===== src/rtl/fifo_uart_tx.sv =====
// fifo_uart_tx: drain stage of a byte FIFO; pops one byte at a time and sends
// it as an 8N1 frame (start 0, D_WIDTH data bits LSB first, stop 1).
// Ports:
//   clk         system clock, rising-edge
//   reset       synchronous active-low reset
//   tx_en       allows fetching new bytes; a frame in flight always completes
//   fifo_empty  FIFO empty flag, looked at only in IDLE
//   fifo_dout   FIFO read data, captured at the end of WAIT
//   fifo_read   registered one-cycle pop strobe
//   tx          serial line, idle high
//   busy        high whenever the FSM is not idle
//   tx_done     one-cycle pulse in the last cycle of the stop bit
module fifo_uart_tx #(
  parameter int unsigned D_WIDTH      = 8,
  parameter int unsigned CLKS_PER_BIT = 16,
  parameter int unsigned CNT_W        = 8
) (
  input  logic               clk,
  input  logic               reset,
  input  logic               tx_en,
  input  logic               fifo_empty,
  input  logic [D_WIDTH-1:0] fifo_dout,
  output logic               fifo_read,
  output logic               tx,
  output logic               busy,
  output logic               tx_done
);

  localparam int unsigned BIT_W = $clog2(D_WIDTH + 1);
  localparam logic [CNT_W-1:0] BAUD_LAST = CNT_W'(CLKS_PER_BIT - 1);
  localparam logic [BIT_W-1:0] BIT_LAST  = BIT_W'(D_WIDTH - 1);

  typedef enum logic [2:0] {
    S_IDLE,
    S_READ,
    S_WAIT,
    S_START,
    S_DATA,
    S_STOP
  } state_t;

  state_t             state, state_n;
  logic [CNT_W-1:0]   baud, baud_n;
  logic [BIT_W-1:0]   bit_cnt, bit_cnt_n;
  logic [D_WIDTH-1:0] shreg, shreg_n;
  logic               tx_n, fifo_read_n, busy_n, tx_done_n;

  // State, datapath and registered outputs.
  always_ff @(posedge clk) begin
    if (!reset) begin
      state     <= S_IDLE;
      baud      <= '0;
      bit_cnt   <= '0;
      shreg     <= '0;
      tx        <= 1'b1;
      fifo_read <= 1'b0;
      busy      <= 1'b0;
      tx_done   <= 1'b0;
    end else begin
      state     <= state_n;
      baud      <= baud_n;
      bit_cnt   <= bit_cnt_n;
      shreg     <= shreg_n;
      tx        <= tx_n;
      fifo_read <= fifo_read_n;
      busy      <= busy_n;
      tx_done   <= tx_done_n;
    end
  end

  // Next state and datapath; the baud counter restarts on every bit boundary
  // and state entry.
  always_comb begin
    state_n   = state;
    baud_n    = baud;
    bit_cnt_n = bit_cnt;
    shreg_n   = shreg;
    case (state)
      S_IDLE: begin
        baud_n = '0;
        if (tx_en && !fifo_empty) state_n = S_READ;
      end
      S_READ: state_n = S_WAIT;
      S_WAIT: begin
        shreg_n   = fifo_dout;
        bit_cnt_n = '0;
        baud_n    = '0;
        state_n   = S_START;
      end
      S_START: begin
        if (baud == BAUD_LAST) begin
          baud_n  = '0;
          state_n = S_DATA;
        end else begin
          baud_n = baud + CNT_W'(1);
        end
      end
      S_DATA: begin
        if (baud == BAUD_LAST) begin
          baud_n    = '0;
          shreg_n   = shreg >> 1;
          bit_cnt_n = bit_cnt + BIT_W'(1);
          if (bit_cnt == BIT_LAST) state_n = S_STOP;
        end else begin
          baud_n = baud + CNT_W'(1);
        end
      end
      S_STOP: begin
        if (baud == BAUD_LAST) begin
          baud_n  = '0;
          state_n = S_IDLE;
        end else begin
          baud_n = baud + CNT_W'(1);
        end
      end
      default: begin
        baud_n  = '0;
        state_n = S_IDLE;
      end
    endcase
  end

  // Outputs are decoded from the next state so the registers line up with it.
  always_comb begin
    tx_n        = 1'b1;
    fifo_read_n = (state_n == S_READ);
    busy_n      = (state_n != S_IDLE);
    tx_done_n   = (state_n == S_STOP) && (baud_n == BAUD_LAST);
    case (state_n)
      S_START: tx_n = 1'b0;
      S_DATA:  tx_n = shreg_n[0];
      default: tx_n = 1'b1;
    endcase
  end

endmodule


===== config.mk =====
export PLATFORM = sky130hd
export DESIGN_NAME = fifo_uart_tx
export DESIGN_NICKNAME = d
export VERILOG_FILES = /design/src/rtl/fifo_uart_tx.sv
export SDC_FILE = /design/constraint.sdc
export NUM_CORES = 1
export LEC_CHECK = 0
export BUFFER_PORTS_ARGS = -buffer_cell sky130_fd_sc_hd__clkbuf_2
export CORE_AREA = 3 3 54 81
export CTS_CLUSTER_SIZE = 8
export DETAILED_ROUTE_END_ITERATION = 16
export DIE_AREA = 0 0 57 84
export GPL_ROUTABILITY_DRIVEN = 0
export MAX_ROUTING_LAYER = met4
export PLACE_DENSITY_LB_ADDON = 0.25
export RECOVER_POWER = 25
export SKIP_CTS_REPAIR_TIMING = 1
export SYNTH_ARGS = -nofsm -noshare
export SYNTH_HDL_FRONTEND = slang
export SYNTH_SLANG_ARGS = --single-unit

===== constraint.sdc =====
create_clock -name clk -period 4.4 [get_ports clk]
set_input_delay 0.88 -clock clk [delete_from_list [all_inputs] [get_ports clk]]
set_output_delay 0.88 -clock clk [all_outputs]
set_load 0.005 [all_outputs]

**Word level (Yosys, flattened, before mapping)**

Index checks and enable logic that the tools add are counted.

- Output and inout port bits: 4
- Flip-flop bits (word level): 27
- Bits of input ports: 12
- Logic and storage cells: 45

- Reductions and logical operators: 8
- Eq/ne operators: 13
- Mux-type cells: 13
- Add/sub/neg operators: 2

Operator list:

| operator | count |
|---|---|
| $pmux 8 s2 | 2 |
| $pmux 3 s6 | 1 |
| $eq 8x4->1 const B | 2 |
| $mux 8 | 2 |
| $mux 3 | 5 |
| $eq 3x3->1 const B | 4 |
| $eq 3x2->1 const B | 3 |
| $add 8x1->8 const B | 1 |
| $pmux 4 s2 | 1 |
| $eq 3x1->1 const B | 2 |
| $add 4x1->4 const B | 1 |
| $eq 4x3->1 const B | 1 |
| $mux 4 | 1 |
| $logic_not 3->1 | 1 |
| $reduce_bool 3->1 | 1 |
| $reduce_or 3->1 | 1 |
| $logic_and 1x1->1 | 2 |
| $ne 2x2->1 const B | 1 |
| $pmux 1 s2 | 1 |
| $reduce_and 2->1 | 1 |
| $reduce_bool 2->1 | 1 |
| $logic_not 1->1 | 1 |

**Longest topological paths before layout**

Gate-level depths: netlist of run 1.

- Word-level depth: 6
- Gate-level depth with buffers: 7
- Depth with buffers taken out: 6

**Worst setup path after synthesis of run 1**

Ideal clock, no wire load.

- Path type: in2reg
- From: input port tx_en
- To: register fifo_read
- Stages: 5
- Data arrival time: 1.703 ns
- Library setup time: 0.115 ns
- Path buffers: 0
- Path slack: 2.582 ns
- Path through: nor2b_1 -> o21ai_0 -> o311ai_4 -> and2_4 -> and2_1

- Longest elaborated chain between the ends: 4

RTL lines:

| item | RTL line | RTL |
|---|---|---|
| start, declared | 20 | `input logic tx_en,` |
| $logic_and 1x1->1 | 81 | `if (tx_en && !fifo_empty) state_n = S_READ;` |
| $mux 3 | 81 |  |
| $pmux 3 s6 | 78 | `case (state)` |
| $eq 3x1->1 | 126 | `fifo_read_n = (state_n == S_READ);` |
| end signal, assigned | 65 | `fifo_read <= fifo_read_n;` |
| end, declared | 23 | `output logic fifo_read,` |

No other way between the ends.
A chain may end at the register's enable or synchronous reset.

**Worst setup path after layout of run 1**

- From: register baud[4]
- To: register tx_done

- Longest elaborated chain between the ends: 5

RTL lines:

| item | RTL line | RTL |
|---|---|---|
| start, declared | 43 | `logic [CNT_W-1:0] baud, baud_n;` |
| start signal, assigned | 61 | `baud <= baud_n;` |
| $add 8x1->8 or $eq 8x4->1 (tied branches) | - |  |
| $mux 8, or another cell as far along | 91, 99, 109 |  |
| $pmux 8 s2 or $pmux 3 s6 (tied branches) | 78 |  |
| $eq 8x4->1 or $eq 3x3->1 (tied branches) | 128 | `tx_done_n = (state_n == S_STOP) && (baud_n == BAUD_LAST);` |
| $logic_and 1x1->1 * | 128 |  |
| end signal, assigned | 67 | `tx_done <= tx_done_n;` |
| end, declared | 26 | `output logic tx_done` |

Mark *: on every way between the ends. The rest lies on a longest branch, timed or not.

==> results of run 1 <==
==> path summary, 6_finish.rpt <==
| kind | slack, ns | from | cells past startpoint | to |
|---|---|---|---|---|
| setup / recovery | 2.11 | baud[4]$_SDFF_PN0_ | 5 | tx_done$_SDFF_PN0_ |
| hold / removal | 0.46 | shreg[2]$_SDFFE_PN0P_ | 2 | shreg[2]$_SDFFE_PN0P_ |
| setup reg to reg | 2.11 | baud[4]$_SDFF_PN0_ | 5 | tx_done$_SDFF_PN0_ |
| hold reg to reg | 0.46 | shreg[2]$_SDFFE_PN0P_ | 2 | shreg[2]$_SDFFE_PN0P_ |
==> final cells by class <==
class	count	area, µm²
clock buffer	4	45.0
sequential	27	541
tap	43	53.8
inverter	2	7.51
multi-input combinational	131	891
timing repair buffer	15	72.6
fill	392	2110
==> kinds of logic (layout without fill, tap and decap cells) <==
group	after synthesis	after routing	share of synthesized area
AND/OR/NAND/NOR	73	73	0.285
AO/OA/AOI/OAI	51	51	0.271
flip-flops	27	27	0.364
buffers and inverters	11	21	0.0320
XOR/XNOR	3	3	0.0177
adder cells (fa/ha/maj)	2	2	0.0168
multiplexers	2	2	0.0135
==> per-layer routing <==
metal  part of all wire  GRT usage
met1               0.41      0.164
met2               0.52      0.270
met3              0.036     0.0248
met4              0.031     0.0738
met5                  0          -
==> state kept, by name (all words and copies together) (netlist names) <==
name       cells
tx             1
shreg          8
state          3
bit_cnt        4
busy           1
baud           8
tx_done        1
fifo_read      1
==> layout by cell type, fill, tap and decap left out, types with 2 or more instances in the layout <==
master,netlist,layout
nor2b_1,9,9
o21ai_1,3,3
clkbuf_8,0,3
xor2_1,2,2
a21boi_1,7,7
nand2_1,21,21
a21oi_1,4,4
clkbuf_1,6,3
ha_1,2,2
and2_1,8,7
o31ai_1,2,2
mux2i_1,2,2
inv_1,2,2
nor3_1,3,3
nor2_1,8,8
a22oi_1,8,8
o21ai_0,8,8
dfxtp_1,27,27
a22o_1,3,3
nand3_1,4,4
clkbuf_2,0,13
and3_1,4,4
nand4_1,2,2
nand3b_1,3,3
==> power by group <==
| part | leakage, nW | internal (W) | switching, W |
|---|---|---|---|
| logic | 0.337 | 0.0000229 | 0.0000275 |
| registers | 0.219 | 0.000252 | 0.00000817 |
| clock network | 0.0228 | 0.0000649 | 0.0000762 |
==> worst register-to-register path, delay by kind of cell, from the launching register on <==
family | cells | cell delay [ns]
AO/OA/AOI/OAI | 2 | 0.60
AND/OR/NAND/NOR | 3 | 1.24
flip-flops | 1 | 0.38
==> per-stage QoR <==
stage	setup slack (ns)	hold slack, ns	cell area (µm²)	utilization
floorplan	2.58	0.435	1490	-
global placement	2.24	0.449	1570	0.424
detailed placement	2.17	0.454	1570	0.424
CTS	2.14	0.467	1620	0.436
global route	1.90	0.494	1610	0.433
finish	2.11	0.464	1610	0.433
==> results.json, run 1 <==
{
  "initial_core_util": 0.400,
  "grt_setup_unrepaired": "false",
  "setup-violations-final": 0,
  "vias": 1266,
  "ir_worst_vdd_mv": 0.160,
  "ant_nets": 0,
  "wl_um": 3340,
  "cp.required_ns": 4.59,
  "cp_max_fo": 7,
  "crit_family": "simple AND/OR/NAND/NOR gates",
  "layout-drive-gt1-share": 0.156,
  "path_buf_inv": 0,
  "cts_sinks": 27,
  "slowest_stage": "nor4_1",
  "clk_path_buf_depth": 2,
  "placed_cells": 218,
  "path_cells": "nor4_1, nand2_2, o311ai_4, o2111ai_1, nor4_2",
  "io_pins": 16,
  "antenna_found_initial": 0,
  "final_cell_count_no_fill": 222,
  "hpwl_um": 2550,
  "grt_pass1_wl_um": 5820,
  "root_buffer": "clkbuf_8",
  "row_count": 27,
  "yosysSeqAreaShare": 0.364,
  "fin_skew_ns": 0.00180,
  "synthTopCellsByArea": "dfxtp_1 36%, nand2_1 5.3%, a22oi_1 4.0%",
  "wl_per_cell_um": 15.0,
  "max_stage_delay_ns": 0.91,
  "max_freq_mhz": 436,
  "status": "finished clean",
  "holdCritPathClass": "reg2reg",
  "yosys_warnings": 0,
  "die-area_um2": 4790,
  "coreArea_um2": 3720,
  "path_class": "reg2reg",
  "num_antenna_cells": 0,
  "drc": 0,
  "grt.overflow.total": 0,
  "ys_types": 51,
  "setup_tns_ns": 0,
  "fin_nets": 194,
  "hold_viol": 0,
  "h-tree-depth": 1,
  "grtUsageTotal": 0.154,
  "start_kind": "flop",
  "cts_buffers": 3,
  "die_w_um": 57,
  "port_buffers": 15,
  "synth_area_per_cell_um2": 8.79,
  "area_delta_synth_final_pct": 8.42,
  "insertion_delay_ns": 0.27,
  "end_kind": "flop",
  "cts_tree": "built",
  "syn_area_um2": 1490,
  "synth_largest_area_cell": "dfxtp_1",
  "fin_crit_sh": 0.521,
  "syn-num-nets": 183,
  "critPathArrivalTime_ns": 2.49,
  "netlist.area_leader.share": 0.364,
  "ys_dominant_reg_cell": "dfxtp_1",
  "first_iter_violations": 31,
  "drv_slew": 0,
  "grt_max_degree": 20,
  "leakage_nw": 0.579,
  "clk_pin_slew_ns": 0.09,
  "power.density_nw_per_um2": 281,
  "ys_ff_latch": 27,
  "synth.most_common_cell": "dfxtp_1",
  "die_height_um": 84,
  "synth_edf_count": 0,
  "drv_cap": 0,
  "worst_pin_slew_ns": 1.04,
  "synth_common_cells": "27 x dfxtp_1, 21 x nand2_1, 9 x nor2b_1",
  "slew_headroom": 0.302,
  "fin_crit_ns": 2.29,
  "via_per_inst": 5.70,
  "finalPower_w": 0.000452,
  "synthArstFlopShare": 0,
  "syn-instance-count": 169,
  "drt_pass1_iterations": 4,
  "grt_pass1_vias": 1309
}
Note: power is estimated with default switching activity, not from simulation.
==> run 2, diff against run 1 <==
==> constraint.sdc (replaced) <==
create_clock -name clk -period 2.1 [get_ports clk]
set_input_delay 0.42 -clock clk [delete_from_list [all_inputs] [get_ports clk]]
set_output_delay 0.42 -clock clk [all_outputs]
set_load 0.005 [all_outputs]
==> results.json, run 2 (same netlist as run 1, synthesis figures left out) <==
{
  "status": "finished clean",
  "r2r-end": "tx_done$_SDFF_PN0_",
  "worst_pin_slew_ns": 0.564,
  "drv_slew": 0,
  "whs_ns": 0.434,
  "insertion_delay_ns": 0.28,
  "path_class": "reg2reg",
  "drt_pass1_iterations": 4,
  "layout_common_cells": "27 x dfxtp_1, 21 x nand2_1, 15 x clkbuf_2",
  "power.density_nw_per_um2": 573,
  "cts_buffers": 3,
  "coreArea_um2": 3720,
  "max_freq_mhz": 509,
  "hold_viol": 0,
  "vias": 1297,
  "num_antenna_cells": 0,
  "fin_crit_ns": 1.96,
  "crit_end": "tx_done$_SDFF_PN0_",
  "antenna_found_initial": 0,
  "die_height_um": 84,
  "h-tree-depth": 1,
  "fin_crit_sh": 0.935,
  "reg_top3": "baud (8), shreg (8), bit_cnt (4)",
  "grtUsageTotal": 0.154,
  "ir_worst_vdd_mv": 0.511,
  "fin_skew_ns": 0.00670,
  "port_buffers": 15,
  "layout_commonest_cell": "dfxtp_1",
  "r2r_slack_ns": 0.14,
  "grt_pass1_vias": 1342,
  "grt.overflow.total": 0,
  "hpwl_um": 2600,
  "drv_cap": 0,
  "cp_max_fo": 9,
  "setup-violations-final": 0,
  "start_kind": "flop",
  "rr_worst_depth": 6,
  "dp_worst_setup_slack_ns": 0.150,
  "r2r-start": "baud[0]$_SDFF_PN0_",
  "slew_headroom": 0.622,
  "die_w_um": 57,
  "wl_per_cell_um": 14.4,
  "wl_um": 3310,
  "row_count": 27,
  "holdCritPathClass": "in2reg",
  "cts_sinks": 27,
  "ant_nets": 0,
  "area_delta_synth_final_pct": 13.1,
  "leakage_nw": 0.627,
  "clk_path_buf_depth": 2,
  "post-route-util": 0.452,
  "drc": 0,
  "first_iter_violations": 23,
  "clk_pin_slew_ns": 0.09,
  "grt_max_degree": 18,
  "startpoint": "baud[0]$_SDFF_PN0_",
  "cp.required_ns": 2.29,
  "end_kind": "flop",
  "via_per_inst": 5.64,
  "io_pins": 16,
  "layout-drive-gt1-share": 0.209,
  "die-area_um2": 4790,
  "fin_nets": 202,
  "root_buffer": "clkbuf_8",
  "grt_setup_unrepaired": "false",
  "initial_core_util": 0.400,
  "grt_pass1_wl_um": 5840,
  "critPathArrivalTime_ns": 2.16,
  "setup_tns_ns": 0,
  "cts_tree": "built",
  "hold_path_depth": 3,
  "finalWorstSetupSlack_ns": 0.136
}
-- run 2: cell count changes in the layout (fill, tap and decap cells not counted), sizes merged --
cell and change:
buf +8
-- run 2: layer usage --
metal / global-route usage / wire length [µm]
met3: 0.0186 / 103
met5: - / 0
met4: 0.0844 / 122
met2: 0.275 / 1750
met1: 0.159 / 1340
-- run 2: worst max-delay path, stage by stage, from the launching register on --
cell	delay [ns]
dfxtp_1	0.35
ha_1	0.26
and3_1	0.26
a22o_1	0.29
o21ai_0	0.26
o211ai_1	0.16
nor4_2	0.29
-- run 2: report_power, final --
part	internal, W	switching [W]
logic	0.0000573	0.0000702
registers	0.000528	0.00000641
clock network	0.000136	0.000163
-- run 2: final cells by class --
type	count	area (µm²)
clock buffer	4	45.0
fill	385	2040
inverter	2	7.51
multi-input combinational	131	897
sequential	27	541
tap	43	53.8
timing repair buffer	23	135
-- run 2: how the worst min path moves through the flow --
stage | startpoint | endpoint | slack, ns
floorplan | shreg[2]$_SDFFE_PN0P_ | shreg[2]$_SDFFE_PN0P_ | 0.43
global placement | shreg[4]$_SDFFE_PN0P_ | shreg[4]$_SDFFE_PN0P_ | 0.45
CTS | fifo_dout[5] | shreg[5]$_SDFFE_PN0P_ | 0.43
global route | fifo_dout[5] | shreg[5]$_SDFFE_PN0P_ | 0.46
finish | fifo_dout[5] | shreg[5]$_SDFFE_PN0P_ | 0.43
detailed placement | shreg[5]$_SDFFE_PN0P_ | shreg[5]$_SDFFE_PN0P_ | 0.45
-- run 2: metrics by stage --
stage          cell area, µm²  std cells  power [W]
4_1_cts                  1680        230   0.000976
3_5_place_dp             1630        226   0.000675
6_report                 1680        230   0.000961
2_1_floorplan            1490        169   0.000632
3_3_place_gp             1630        226   0.000671
5_1_grt                  1680        230    0.00101
==> run 3, diff against run 2 <==
--- a/config.mk
+++ b/config.mk
@@ -5,11 +5,12 @@
 export SDC_FILE = /design/constraint.sdc
 export NUM_CORES = 1
 export LEC_CHECK = 0
+export ABC_AREA = 1
 export BUFFER_PORTS_ARGS = -buffer_cell sky130_fd_sc_hd__clkbuf_2
-export CORE_AREA = 3 3 54 81
+export CORE_AREA = 3 3 53 79
 export CTS_CLUSTER_SIZE = 8
 export DETAILED_ROUTE_END_ITERATION = 16
-export DIE_AREA = 0 0 57 84
+export DIE_AREA = 0 0 56 82
 export GPL_ROUTABILITY_DRIVEN = 0
 export MAX_ROUTING_LAYER = met4
 export PLACE_DENSITY_LB_ADDON = 0.25
==> constraint.sdc (replaced) <==
create_clock -name clk -period 2.5 [get_ports clk]
set_input_delay 0.5 -clock clk [delete_from_list [all_inputs] [get_ports clk]]
set_output_delay 0.5 -clock clk [all_outputs]
set_load 0.005 [all_outputs]
==> results.json, run 3 <==
{
  "status": "finished clean",
  "start_kind": "flop",
  "max_freq_mhz": 522,
  "syn_area_um2": 1390,
  "syn-num-nets": 215,
  "r2r-start": "state[0]$_SDFF_PN0_",
  "path_buf_inv": 1,
  "fin_crit_ns": 1.91,
  "cp_max_fo": 7,
  "fin_crit_sh": 0.766,
  "drt_pass1_iterations": 4,
  "critPathArrivalTime_ns": 2.11,
  "path_class": "reg2reg",
  "power.density_nw_per_um2": 517,
  "final_cell_count_no_fill": 261,
  "dp_worst_setup_slack_ns": 0.755,
  "vias": 1301,
  "ir_worst_vdd_mv": 0.330,
  "crit_family": "simple AND/OR/NAND/NOR gates",
  "clk_path_buf_depth": 2,
  "syn-instance-count": 201,
  "r2r_slack_ns": 0.59,
  "synthTopCellsByArea": "dfxtp_1 39%, nand2_1 14%, inv_1 6.2%",
  "via_per_inst": 4.98,
  "synth_common_cells": "52 x nand2_1, 27 x dfxtp_1, 23 x inv_1, 23 x nor2_1, 14 x nand3_1",
  "wl_um": 2890,
  "area_delta_synth_final_pct": 11.1,
  "placed_cells": 257,
  "synthArstFlopShare": 0,
  "finalWorstSetupSlack_ns": 0.586,
  "setup-violations-final": 0,
  "whs_ns": 0.461,
  "rr_worst_depth": 8,
  "max_stage_delay_ns": 0.67,
  "worst_pin_slew_ns": 0.868,
  "layout_common_cells": "52 x nand2_1, 27 x dfxtp_1, 24 x inv_1",
  "coreArea_um2": 3650,
  "yosysSeqAreaShare": 0.390,
  "synth_largest_area_cell": "dfxtp_1",
  "multi_input_area_um2": 718,
  "grt.overflow.total": 0,
  "post-route-util": 0.422,
  "cts_buffers": 3,
  "netlist.area_leader.share": 0.390,
  "leakage_nw": 0.661,
  "die_w_um": 56,
  "cts_tree": "built",
  "end_kind": "flop",
  "ys_ff_latch": 27,
  "r2r-end": "tx_done$_SDFF_PN0_",
  "wl_per_cell_um": 11.1,
  "path_cells": "inv_1, nor3_1, nand2_1, nand2_1, nand2_1, nor2_1, nand2_1, nor3_2",
  "layout-drive-gt1-share": 0.147,
  "seqCellArea_um2": 541,
  "cts_sinks": 27,
  "grt_setup_unrepaired": "false",
  "num_antenna_cells": 0,
  "holdCritPathClass": "in2reg",
  "root_buffer": "clkbuf_8",
  "die_height_um": 82,
  "setup_tns_ns": 0,
  "fin_skew_ns": 0.00497,
  "grt_pass1_vias": 1263,
  "drc": 0,
  "first_iter_violations": 32,
  "io_pins": 16,
  "layout_commonest_cell": "nand2_1",
  "clk_pin_slew_ns": 0.09,
  "synth_edf_count": 0,
  "reg_top3": "baud (8), shreg (8), bit_cnt (4)",
  "hold_end": "state[2]$_SDFF_PN0_",
  "port_buffers": 15,
  "yosys_warnings": 0,
  "hpwl_um": 2310,
  "min_from": "reset",
  "insertion_delay_ns": 0.27,
  "row_count": 27,
  "antenna_found_initial": 0,
  "nFillCells": 400,
  "synth_area_per_cell_um2": 6.90,
  "hold_path_depth": 3,
  "ys_types": 27,
  "h-tree-depth": 1,
  "cp.required_ns": 2.70,
  "slowest_stage": "nor3_1",
  "crit_path_frequent_cell": "nand2_1",
  "grt_pass1_wl_um": 5050,
  "initial_core_util": 0.380,
  "hold_viol": 0,
  "grtUsageTotal": 0.142,
  "grt_max_degree": 15,
  "ys_dominant_reg_cell": "dfxtp_1",
  "drv_slew": 0,
  "fin_nets": 233,
  "drv_cap": 0,
  "die-area_um2": 4590,
  "synth.most_common_cell": "nand2_1",
  "slew_headroom": 0.417,
  "ant_nets": 0
}
-- run 3: changes by cell type after synthesis, moves of 9 or more --
cell	change
nand2_1	+31
inv_1	+21
nor2_1	+15
nand3_1	+10
a21oi_1	+9
nor2b_1	-9
-- run 3: report_power, final --
group          total (W)  switching (W)  internal, W
Sequential      0.000459      0.0000108     0.000448
Combinational  0.0000900      0.0000569    0.0000331
Clock           0.000248       0.000134     0.000114
-- run 3: layout make-up --
class                           instances  area share
Clock buffer                            4      0.0292
Inverter                               28      0.0682
Multi-Input combinational cell        143       0.466
Sequential cell                        27       0.351
Tap cell                               43      0.0349
Timing Repair Buffer                   16      0.0511
-- run 3: worst max-delay path by stage --
stage               cells past startpoint                 endpoint           startpoint  slack, ns
floorplan                               9  bit_cnt[1]$_SDFFE_PN0P_   baud[0]$_SDFF_PN0_       1.01
global placement                        9  bit_cnt[3]$_SDFFE_PN0P_   baud[0]$_SDFF_PN0_       0.82
detailed placement                      9  bit_cnt[3]$_SDFFE_PN0P_   baud[0]$_SDFF_PN0_       0.76
CTS                                     9  bit_cnt[3]$_SDFFE_PN0P_   baud[0]$_SDFF_PN0_       0.76
global route                            8       tx_done$_SDFF_PN0_  state[0]$_SDFF_PN0_       0.33
finish                                  8       tx_done$_SDFF_PN0_  state[0]$_SDFF_PN0_       0.59
-- run 3: routing by layer --
metal,share of wire,GRT usage
met5,0,-
met4,0.013,0.0499
met3,0.042,0.0236
met2,0.53,0.283
met1,0.41,0.136
-- run 3: worst reg2reg max path: stages (launching register included) --
cell     delay (ns)
dfxtp_1        0.41
inv_1          0.10
nor3_1         0.67
nand2_1        0.16
nand2_1        0.11
nand2_1        0.07
nor2_1         0.10
nand2_1        0.07
nor3_2         0.15
-- run 3: kinds of logic (layout without fill, tap and decap cells) --
logic type | Yosys count | in the layout | synth area share
flops | 27 | 27 | 0.390
fa+ha+maj | 2 | 2 | 0.0180
buf+inv | 31 | 48 | 0.0893
simple gates | 107 | 107 | 0.355
xor+xnor | 1 | 1 | 0.00631
compound gates | 33 | 33 | 0.142
-- run 3: through the flow --
step	total power [W]	instance area, µm²
final	0.000797	1540
after global routing	0.000839	1540
after CTS	0.000810	1550
after detailed placement	0.000563	1510
after global placement	0.000562	1510
after floorplan	0.000533	1390
